[config.mk]
export PLATFORM = sky130hd
export DESIGN_NAME = dmem_lsu_ctrl
export DESIGN_NICKNAME = d
export VERILOG_FILES = /design/src/rtl/dmem_lsu_ctrl.sv
export SDC_FILE = /design/constraint.sdc
export NUM_CORES = 1
export LEC_CHECK = 0
export ABC_AREA = 1
export CAP_MARGIN = 0
export CORE_ASPECT_RATIO = 0.6
export CORE_MARGIN = 3
export CORE_UTILIZATION = 45
export CTS_CLUSTER_DIAMETER = 150
export DETAILED_ROUTE_END_ITERATION = 10
export PLACE_DENSITY = 0.7
export SYNTH_ARGS = -nofsm -noshare
export SYNTH_HDL_FRONTEND = slang
export SYNTH_SLANG_ARGS = --single-unit
[constraint.sdc]
create_clock -name clk_i -period 2.12 [get_ports clk_i]
set_input_delay 0.424 -clock clk_i [delete_from_list [all_inputs] [get_ports clk_i]]
set_output_delay 0.424 -clock clk_i [all_outputs]
set_load 0.01 [all_outputs]
[src/rtl/dmem_lsu_ctrl.sv]
`default_nettype none
// ============================================================================
// Module      : dmem_lsu_ctrl
// Description : Load/store/AMO sequencer in front of a byte-addressed data
//               memory with registered, sign/zero-extended responses.
// Revision    : 1.0 - initial release
// ============================================================================
module dmem_lsu_ctrl #(
    parameter int ADDR_W = 13
) (
    input  logic              clk_i,
    input  logic              rst_ni,
    input  logic              req_valid_i,
    output logic              req_ready_o,
    input  logic [2:0]        req_op_i,
    input  logic [1:0]        req_size_i,
    input  logic              req_unsigned_i,
    input  logic [ADDR_W-1:0] req_addr_i,
    input  logic [31:0]       req_wdata_i,
    output logic              rsp_valid_o,
    input  logic              rsp_ready_i,
    output logic [31:0]       rsp_data_o,
    output logic              rsp_err_o,
    output logic              mem_write_o,
    output logic [3:0]        mem_b_sel_o,
    output logic [ADDR_W-1:0] mem_addr_o,
    output logic [31:0]       mem_data_o,
    input  logic [31:0]       mem_data_i
);

    localparam logic [2:0]        c_OP_STORE = 3'b001;
    localparam logic [ADDR_W-1:0] c_ADDR_MAX = {ADDR_W{1'b1}};

    typedef enum logic [1:0] {
        S_IDLE   = 2'd0,
        S_EXEC   = 2'd1,
        S_AMO_WR = 2'd2,
        S_RESP   = 2'd3
    } state_t;

    state_t             r_state;
    logic [2:0]         r_op;
    logic [1:0]         r_size;
    logic               r_unsigned;
    logic [31:0]        r_wdata;
    logic               r_rsp_valid;
    logic [31:0]        r_rsp_data;
    logic               r_rsp_err;
    logic               r_mem_write;
    logic [3:0]         r_mem_b_sel;
    logic [ADDR_W-1:0]  r_mem_addr;
    logic [31:0]        r_mem_data;

    logic [1:0]         w_nbytes_m1;
    logic [3:0]         w_lanes;
    logic [31:0]        w_wdata_masked;
    logic               w_illegal;
    logic [31:0]        w_load_data;
    logic [31:0]        w_amo_new;

    // Request decode: lanes, masked write data and legality
    always_comb begin
        w_nbytes_m1    = 2'd0;
        w_lanes        = 4'b0000;
        w_wdata_masked = 32'h0;
        case (req_size_i)
            2'b00: begin
                w_nbytes_m1    = 2'd0;
                w_lanes        = 4'b0001;
                w_wdata_masked = {24'h0, req_wdata_i[7:0]};
            end
            2'b01: begin
                w_nbytes_m1    = 2'd1;
                w_lanes        = 4'b0011;
                w_wdata_masked = {16'h0, req_wdata_i[15:0]};
            end
            2'b10: begin
                w_nbytes_m1    = 2'd3;
                w_lanes        = 4'b1111;
                w_wdata_masked = req_wdata_i;
            end
            default: begin
                w_nbytes_m1    = 2'd0;
                w_lanes        = 4'b0000;
                w_wdata_masked = 32'h0;
            end
        endcase
    end

    // Range check written as a compare so no carry bit is needed
    assign w_illegal = (req_op_i[2:1] == 2'b01)
                     | (req_size_i == 2'b11)
                     | (req_addr_i > (c_ADDR_MAX - ADDR_W'(w_nbytes_m1)))
                     | (req_op_i[2] & ((req_size_i != 2'b10) | (req_addr_i[1:0] != 2'b00)));

    always_comb begin
        w_load_data = mem_data_i;
        case (r_size)
            2'b00:   w_load_data = {{24{~r_unsigned & mem_data_i[7]}},  mem_data_i[7:0]};
            2'b01:   w_load_data = {{16{~r_unsigned & mem_data_i[15]}}, mem_data_i[15:0]};
            default: w_load_data = mem_data_i;
        endcase
    end

    always_comb begin
        w_amo_new = r_wdata;
        case (r_op[1:0])
            2'b00:   w_amo_new = r_wdata;
            2'b01:   w_amo_new = mem_data_i + r_wdata;
            2'b10:   w_amo_new = mem_data_i & r_wdata;
            default: w_amo_new = mem_data_i | r_wdata;
        endcase
    end

    always_ff @(posedge clk_i or negedge rst_ni) begin
        if (!rst_ni) begin
            r_state     <= S_IDLE;
            r_op        <= 3'b000;
            r_size      <= 2'b00;
            r_unsigned  <= 1'b0;
            r_wdata     <= 32'h0;
            r_rsp_valid <= 1'b0;
            r_rsp_data  <= 32'h0;
            r_rsp_err   <= 1'b0;
            r_mem_write <= 1'b0;
            r_mem_b_sel <= 4'b0000;
            r_mem_addr  <= '0;
            r_mem_data  <= 32'h0;
        end else begin
            case (r_state)
                S_IDLE: begin
                    if (req_valid_i) begin
                        r_op       <= req_op_i;
                        r_size     <= req_size_i;
                        r_unsigned <= req_unsigned_i;
                        r_wdata    <= req_wdata_i;
                        if (w_illegal) begin
                            r_rsp_valid <= 1'b1;
                            r_rsp_err   <= 1'b1;
                            r_rsp_data  <= 32'h0;
                            r_state     <= S_RESP;
                        end else begin
                            r_mem_write <= (req_op_i == c_OP_STORE);
                            r_mem_b_sel <= w_lanes;
                            r_mem_addr  <= req_addr_i;
                            r_mem_data  <= w_wdata_masked;
                            r_state     <= S_EXEC;
                        end
                    end
                end
                S_EXEC: begin
                    if (r_op[2]) begin
                        r_rsp_data  <= mem_data_i;
                        r_mem_write <= 1'b1;
                        r_mem_data  <= w_amo_new;
                        r_state     <= S_AMO_WR;
                    end else begin
                        r_rsp_data  <= (r_op == c_OP_STORE) ? 32'h0 : w_load_data;
                        r_rsp_valid <= 1'b1;
                        r_mem_write <= 1'b0;
                        r_mem_b_sel <= 4'b0000;
                        r_mem_addr  <= '0;
                        r_mem_data  <= 32'h0;
                        r_state     <= S_RESP;
                    end
                end
                S_AMO_WR: begin
                    r_rsp_valid <= 1'b1;
                    r_mem_write <= 1'b0;
                    r_mem_b_sel <= 4'b0000;
                    r_mem_addr  <= '0;
                    r_mem_data  <= 32'h0;
                    r_state     <= S_RESP;
                end
                S_RESP: begin
                    if (rsp_ready_i) begin
                        r_rsp_valid <= 1'b0;
                        r_rsp_data  <= 32'h0;
                        r_rsp_err   <= 1'b0;
                        r_state     <= S_IDLE;
                    end
                end
                default: r_state <= S_IDLE;
            endcase
        end
    end

    assign req_ready_o = (r_state == S_IDLE);
    assign rsp_valid_o = r_rsp_valid;
    assign rsp_data_o  = r_rsp_data;
    assign rsp_err_o   = r_rsp_err;
    assign mem_write_o = r_mem_write;
    assign mem_b_sel_o = r_mem_b_sel;
    assign mem_addr_o  = r_mem_addr;
    assign mem_data_o  = r_mem_data;

endmodule
`default_nettype wire

Word-level counts from Yosys, hierarchy flattened:

Index checks and enable logic that the tools add are counted.

* logic and storage cells: 96
* input port bits: 87
* register bits after elaboration: 124

* equality and inequality tests: 18
* multiplexer cells: 38
* bitwise operators: 10
* reduce and logical (&&, ||, !) cells: 15
* order comparisons: 1
* add/subtract/negate cells: 2

Operators with widths (number)
* $pmux 32 s3: 4
* $mux 32: 8
* $pmux 32 s2: 1
* $mux 13: 3
* $pmux 13 s3: 1
* $add 32x32->32: 1
* $and 32x32->32: 1
* $or 32x32->32: 1
* $pmux 4 s3: 2
* $reduce_and 4->1: 4
* $gt 13x13->1: 1
* $mux 4: 3
* $eq 2x1->1 const B: 5
* $eq 2x2->1 const B: 5
* $ne 2x2->1 const B: 5
* $logic_not 2->1: 4
* $mux 1: 8
* $pmux 2 s4: 1
* $eq 3x1->1 const B: 2
* $mux 2: 3
* $reduce_bool 3->1: 2
* $or 1x1->1: 4
* $pmux 1 s4: 1
* $pmux 2 s2: 1
* other kinds (9): 13

Depth between registers and ports, before layout:

* depth after elaboration: 9
* mapped depth: 17

Least setup slack after synthesis:

Ideal clock, no wire load.

* path kind: input-to-reg
* start: input port req_size_i[0]
* end: register r_rsp_data[14] (netlist: rsp_data_o[14])
* cell stages on the path: 13
* arrival: 2212 ps
* required time: 1992 ps
* setup time: 128 ps
* setup slack: -220 ps
* path buffers: 1
* cell sequence: inv_1 -> ha_1 -> ha_1 -> inv_1 -> nor2_1 -> nor2_1 -> nor3_1 -> nand2_1 -> nand3_1 -> nand2_1 -> nor2_4 -> buf_4 -> mux2_1

* longest elaborated chain between the ends: 8
* elaborated cells between the ends (all ways): 14
* those cells by class: 1 x add/sub; 1 x order compare; 5 x eq/ne; 1 x mux; 5 x bitwise; 1 x reduce/logical

Ends and longest elaborated chain
* start: declaration: RTL line 16 `input logic [1:0] req_size_i,`
* $eq 2x2->1 or $eq 2x1->1 (tied branches): RTL line 66 `case (req_size_i)`
* $pmux 2 s2: RTL line 66
* $sub 1x3->4: RTL line 93 `| (req_addr_i > (c_ADDR_MAX - ADDR_W'(w_nbytes_m1)))`
* $gt 13x13->1: RTL line 93
* $or 1x1->1: RTL line 93
* $or 1x1->1 *: RTL line 94 `| (req_op_i[2] & ((req_size_i != 2'b10) | (req_addr_i[1:0] != 2'b00)));`
* $ne 2x1->1 (no source line) *
* $reduce_and 4->1 (no source line) *
* end signal: assignment: RTL line 153 `r_rsp_data <= mem_data_i;`
* end signal: assignment: RTL line 158 `r_rsp_data <= (r_op == c_OP_STORE) ? 32'h0 : w_load_data;`
* end: declaration: RTL line 47 `logic [31:0] r_rsp_data;`

Every way passes the cells marked *; elsewhere a longest branch is shown, timed or not.
A chain may end at the register's enable or synchronous reset.

Worst setup path in the final report:

* start: input port mem_data_i[21]
* end: register r_mem_data[28] (netlist: mem_data_o[28])

* longest elaborated chain between the ends: 4

Ends and longest elaborated chain
* start: declaration: RTL line 28 `input logic [31:0] mem_data_i`
* $add 32x32->32: RTL line 109 `2'b01: w_amo_new = mem_data_i + r_wdata;`
* $pmux 32 s3: RTL line 107 `case (r_op[1:0])`
* $mux 32: RTL line 152 `if (r_op[2]) begin`
* $pmux 32 s3: RTL line 130 `case (r_state)`
* end signal: assignment: RTL line 146 `r_mem_data <= w_wdata_masked;`
* end signal: assignment: RTL line 155 `r_mem_data <= w_amo_new;`
* end: declaration: RTL line 52 `logic [31:0] r_mem_data;`

No other way between the ends.

==> summary.md <==
| Metric | Value |
|---|---|
| Slowest stage cell, crit path | `clkdlybuf4s50_1` |
| Max Fclk | `483 MHz` |
| Buffers on Ports | `171` |
| Final ANT Viol Nets | `0` |
| Largest net degree at the start of global routing | `83` |
| Share of cells above drive strength 1 | `0.294` |
| Final layout net count | `1,854` |
| Crit path buffers/inverters | `3` |
| Max Cap Viol | `0` |
| Routed Wire Length | `35,400 um` |
| GR met3 Demand/Resource | `0.0926` |
| Area share of fa/ha/maj cells after synthesis | `0.106` |
| Leakage Power | `7.40 nW` |
| Async set-or-reset flop fraction in the synthesized netlist | `1.00` |
| Dpl cell area | `12,800 sq um` |
| Count of cell types in the netlist | `45` |
| Simple-gate portion of the synthesized area | `0.254` |
| Synth area leader | `dfrtp_1` |
| CP Max Fanout | `5` |
| Synth top area share | `0.332` |
| Root buf cell | `clkbuf_16` |
| HP Class | `in -> async` |
| Row cnt | `39` |
| Cell area after layout | `14,500 sq um` |
| Worst setup EP type | `register` |
| Num CTS Buffers | `17` |
| Period minus WS final | `2070 ps` |
| Mux contribution to synthesized area | `0.0134` |
| WP data required | `2480 ps` |
| Outcome | `completed` |
| Worst VDD drop | `953 uV` |
| Top cell family by delay on the critical path | `simple AND/OR/NAND/NOR gates` |
| Dpl hpwl | `25,900 um` |
| Die Wd | `191 um` |
| Critical path startpoint category | `primary input` |
| Core area | `19,600 sq um` |
| Via density | `5.33` |
| Hold WS | `376 ps` |
| Wire per inst | `18.0 um` |
| Crit path cell chain | `clkdlybuf4s50_1 > inv_1 > ha_4 > nand2_1 > nand2_1 > nand2_1 > nand2_1 > nand2_1 > nand2_1 > a21oi_2 > buf_4 > nand3_2 > nand3_2 > nand2_1 > nand2_1 > a21oi_1` |
| Xor and xnor area share after synthesis | `0.00189` |
| Die ar. | `22,400 sq um` |
| Slew @ Worst Pin | `579 ps` |
| Post-synthesis register bit count | `123` |
| Syn Nets | `1,496` |
| CP Class | `in -> reg` |
| Arrival @ worst endpoint | `2430 ps` |
| Top-count cell post-synth | `nand2_1` |
| Drt first pass iters | `6` |
| Slew HR | `0.613` |
| Syn Std Cell Area | `9260 sq um` |
| Global-route wire length before repair | `54,300 um` |
| TritonCTS clock tree | `built` |
| Top_reg_cell synth | `dfrtp_1` |
| Congestion Overflow GR | `0` |
| Initial antenna violation count | `0` |
| Final worst path period share | `0.976` |
| RePlAce Congestion | `0.960` |
| GRT met2 Usage | `0.436` |
| Initial Utilization | `0.472` |
| Synth Area in Compound Gates | `0.183` |
| Clock sink count | `123` |
| Cell mode on critical path | `nand2_1` |
| Largest family of logic cells by synthesized area | `simple AND/OR/NAND/NOR gates` |
| Final hold vios | `0` |
| Critical path depth | `16` |
| Synth top cells by count | `nand2_1 (348), inv_1 (200), a21oi_1 (146), dfrtp_1 (123), nor2_1 (115)` |
| P&R area growth vs syn | `56.9%` |
| Routed vias | `10,475` |
| Worst-path clk slew | `60 ps` |
| Gr usage total | `0.315` |
| Max incr delay on CP | `470 ps` |
| H-tree depth | `4` |
| Number of I/O pins | `172` |
| Reg2reg path depth | `14` |
| DRC errors left | `0` |
| Synthesis Warnings | `0` |
| Syn Inst Count | `1,331` |
| Worst Clk Skew | `13.6 ps` |
| Mean Syn Cell Area | `6.96 sq um` |
| RSZ-0062 raised after global routing | `true` |
| Fin. max-slew vios | `0` |
| Post-synth EDFFs | `0` |
| Synth top area cells | `dfrtp_1 (33%), nand2_1 (14%), ha_1 (10%), inv_1 (8.1%), a21oi_1 (7.9%)` |
| Die H | `117 um` |
| Vias in the first global route | `9,869` |
| P per Cell Area | `1550 nW/um^2` |
| Final setup vio count | `0` |
| N_diodes | `0` |
| GR peak layer | `met1` |
| Register area share after synthesis | `0.332` |
| M1 GR Usage | `0.484` |
| Bufs on Longest Clock Path | `2` |
| Worst skew pair latency | `430 ps` |
| First DRT Iteration DRCs | `1,035` |
kinds of logic (layout without fill, tap and decap cells):
kind of cell,after synthesis,count (layout)
mux,11,11
buf+inv,256,625
xor+xnor,2,2
simple gates,570,570
flops,123,123
fa+ha+maj,78,78
compound gates,291,291
metal layers:
layer,wire length (um),vias to the layer above
met3,3840,31
met5,0,-
met1,17000,4942
li1,-,5011
met4,386,0
met2,14100,491
path summary, 6_finish.rpt:
check,slack (ps),end,from
min reg2reg,480,mem_addr_o[4]$_DFFE_PN0P_,mem_addr_o[4]$_DFFE_PN0P_
min in group clk_i,380,mem_b_sel_o[2]$_DFFE_PN0P_,req_size_i[1]
min,380,rsp_data_o[4]$_DFFE_PN0P_,rst_ni
max in group asynchronous,1030,r_wdata[29]$_DFFE_PN0P_,rst_ni
max,50,mem_data_o[28]$_DFFE_PN0P_,mem_data_i[21]
max reg2reg,90,rsp_data_o[24]$_DFFE_PN0P_,r_state[0]$_DFFE_PN0P_
state kept, by name, summed over array words and instances, names as in the netlist:
signal / cells
mem_data_o: 32
r_wdata: 32
rsp_data_o: 32
mem_addr_o: 13
mem_b_sel_o: 3
r_op: 3
r_size: 2
r_state: 2
mem_write_o: 1
r_unsigned: 1
rsp_err_o: 1
rsp_valid_o: 1
stage by stage:
step | power, mW | TNS (ps) | setup WS, ps | util | cells
4_1_cts | 21.0 | -37.9 | -22.3 | 0.706 | 1958
6_report | 22.5 | 0 | 50.5 | 0.741 | 1966
3_3_place_gp | 16.8 | -53430 | -734 | 0.651 | 1922
2_1_floorplan | 11.2 | -185 | -51.5 | - | 1331
3_5_place_dp | 17.0 | -63840 | -860 | 0.651 | 1922
5_1_grt | 24.1 | -396 | -62.1 | 0.741 | 1966
what timing repair did:
item	CTS	global route
cloned	2	0
endpoints found under the hold margin	11	0
pin swaps	11	42
resized for setup	107	184
hold buffers	1	0
buffers inserted	3	8
endpoints found under the setup margin	85	42
power by group:
| part | total (mW) | internal, mW | leakage, nW | switching, mW |
|---|---|---|---|---|
| clock | 2.99 | 1.83 | 0.286 | 1.16 |
| combinational | 15.3 | 6.95 | 5.60 | 8.39 |
| sequential | 4.14 | 3.42 | 1.51 | 0.722 |
cell type report:
| class | count | area (sq um) |
|---|---|---|
| Fill cell | 1557 | 5090 |
| Inverter | 210 | 803 |
| Sequential cell | 123 | 3080 |
| Clock inverter | 12 | 149 |
| Tap cell | 266 | 333 |
| Clock buffer | 18 | 429 |
| Multi-Input combinational cell | 952 | 6200 |
| Timing Repair Buffer | 385 | 3540 |
cells in the final DEF, fill, tap and decap left out, types with 17 or more instances in the layout:
cell             synthesis  final
a21oi_1                146    122
nor2_2                   1     18
ha_4                     0     34
nand2_2                  1     43
nand3_2                  1     18
clkdlybuf4s50_1          0    144
nand3_1                 79     59
o21ai_0                 65     63
ha_1                    77     35
inv_2                    9     46
nand2_1                348    290
clkbuf_16                0     17
nor2_1                 115     89
inv_1                  200    161
buf_4                    7    200
a21oi_2                  0     22
dfrtp_1                123    122
No activity file was read; power rests on OpenSTA's default activity.
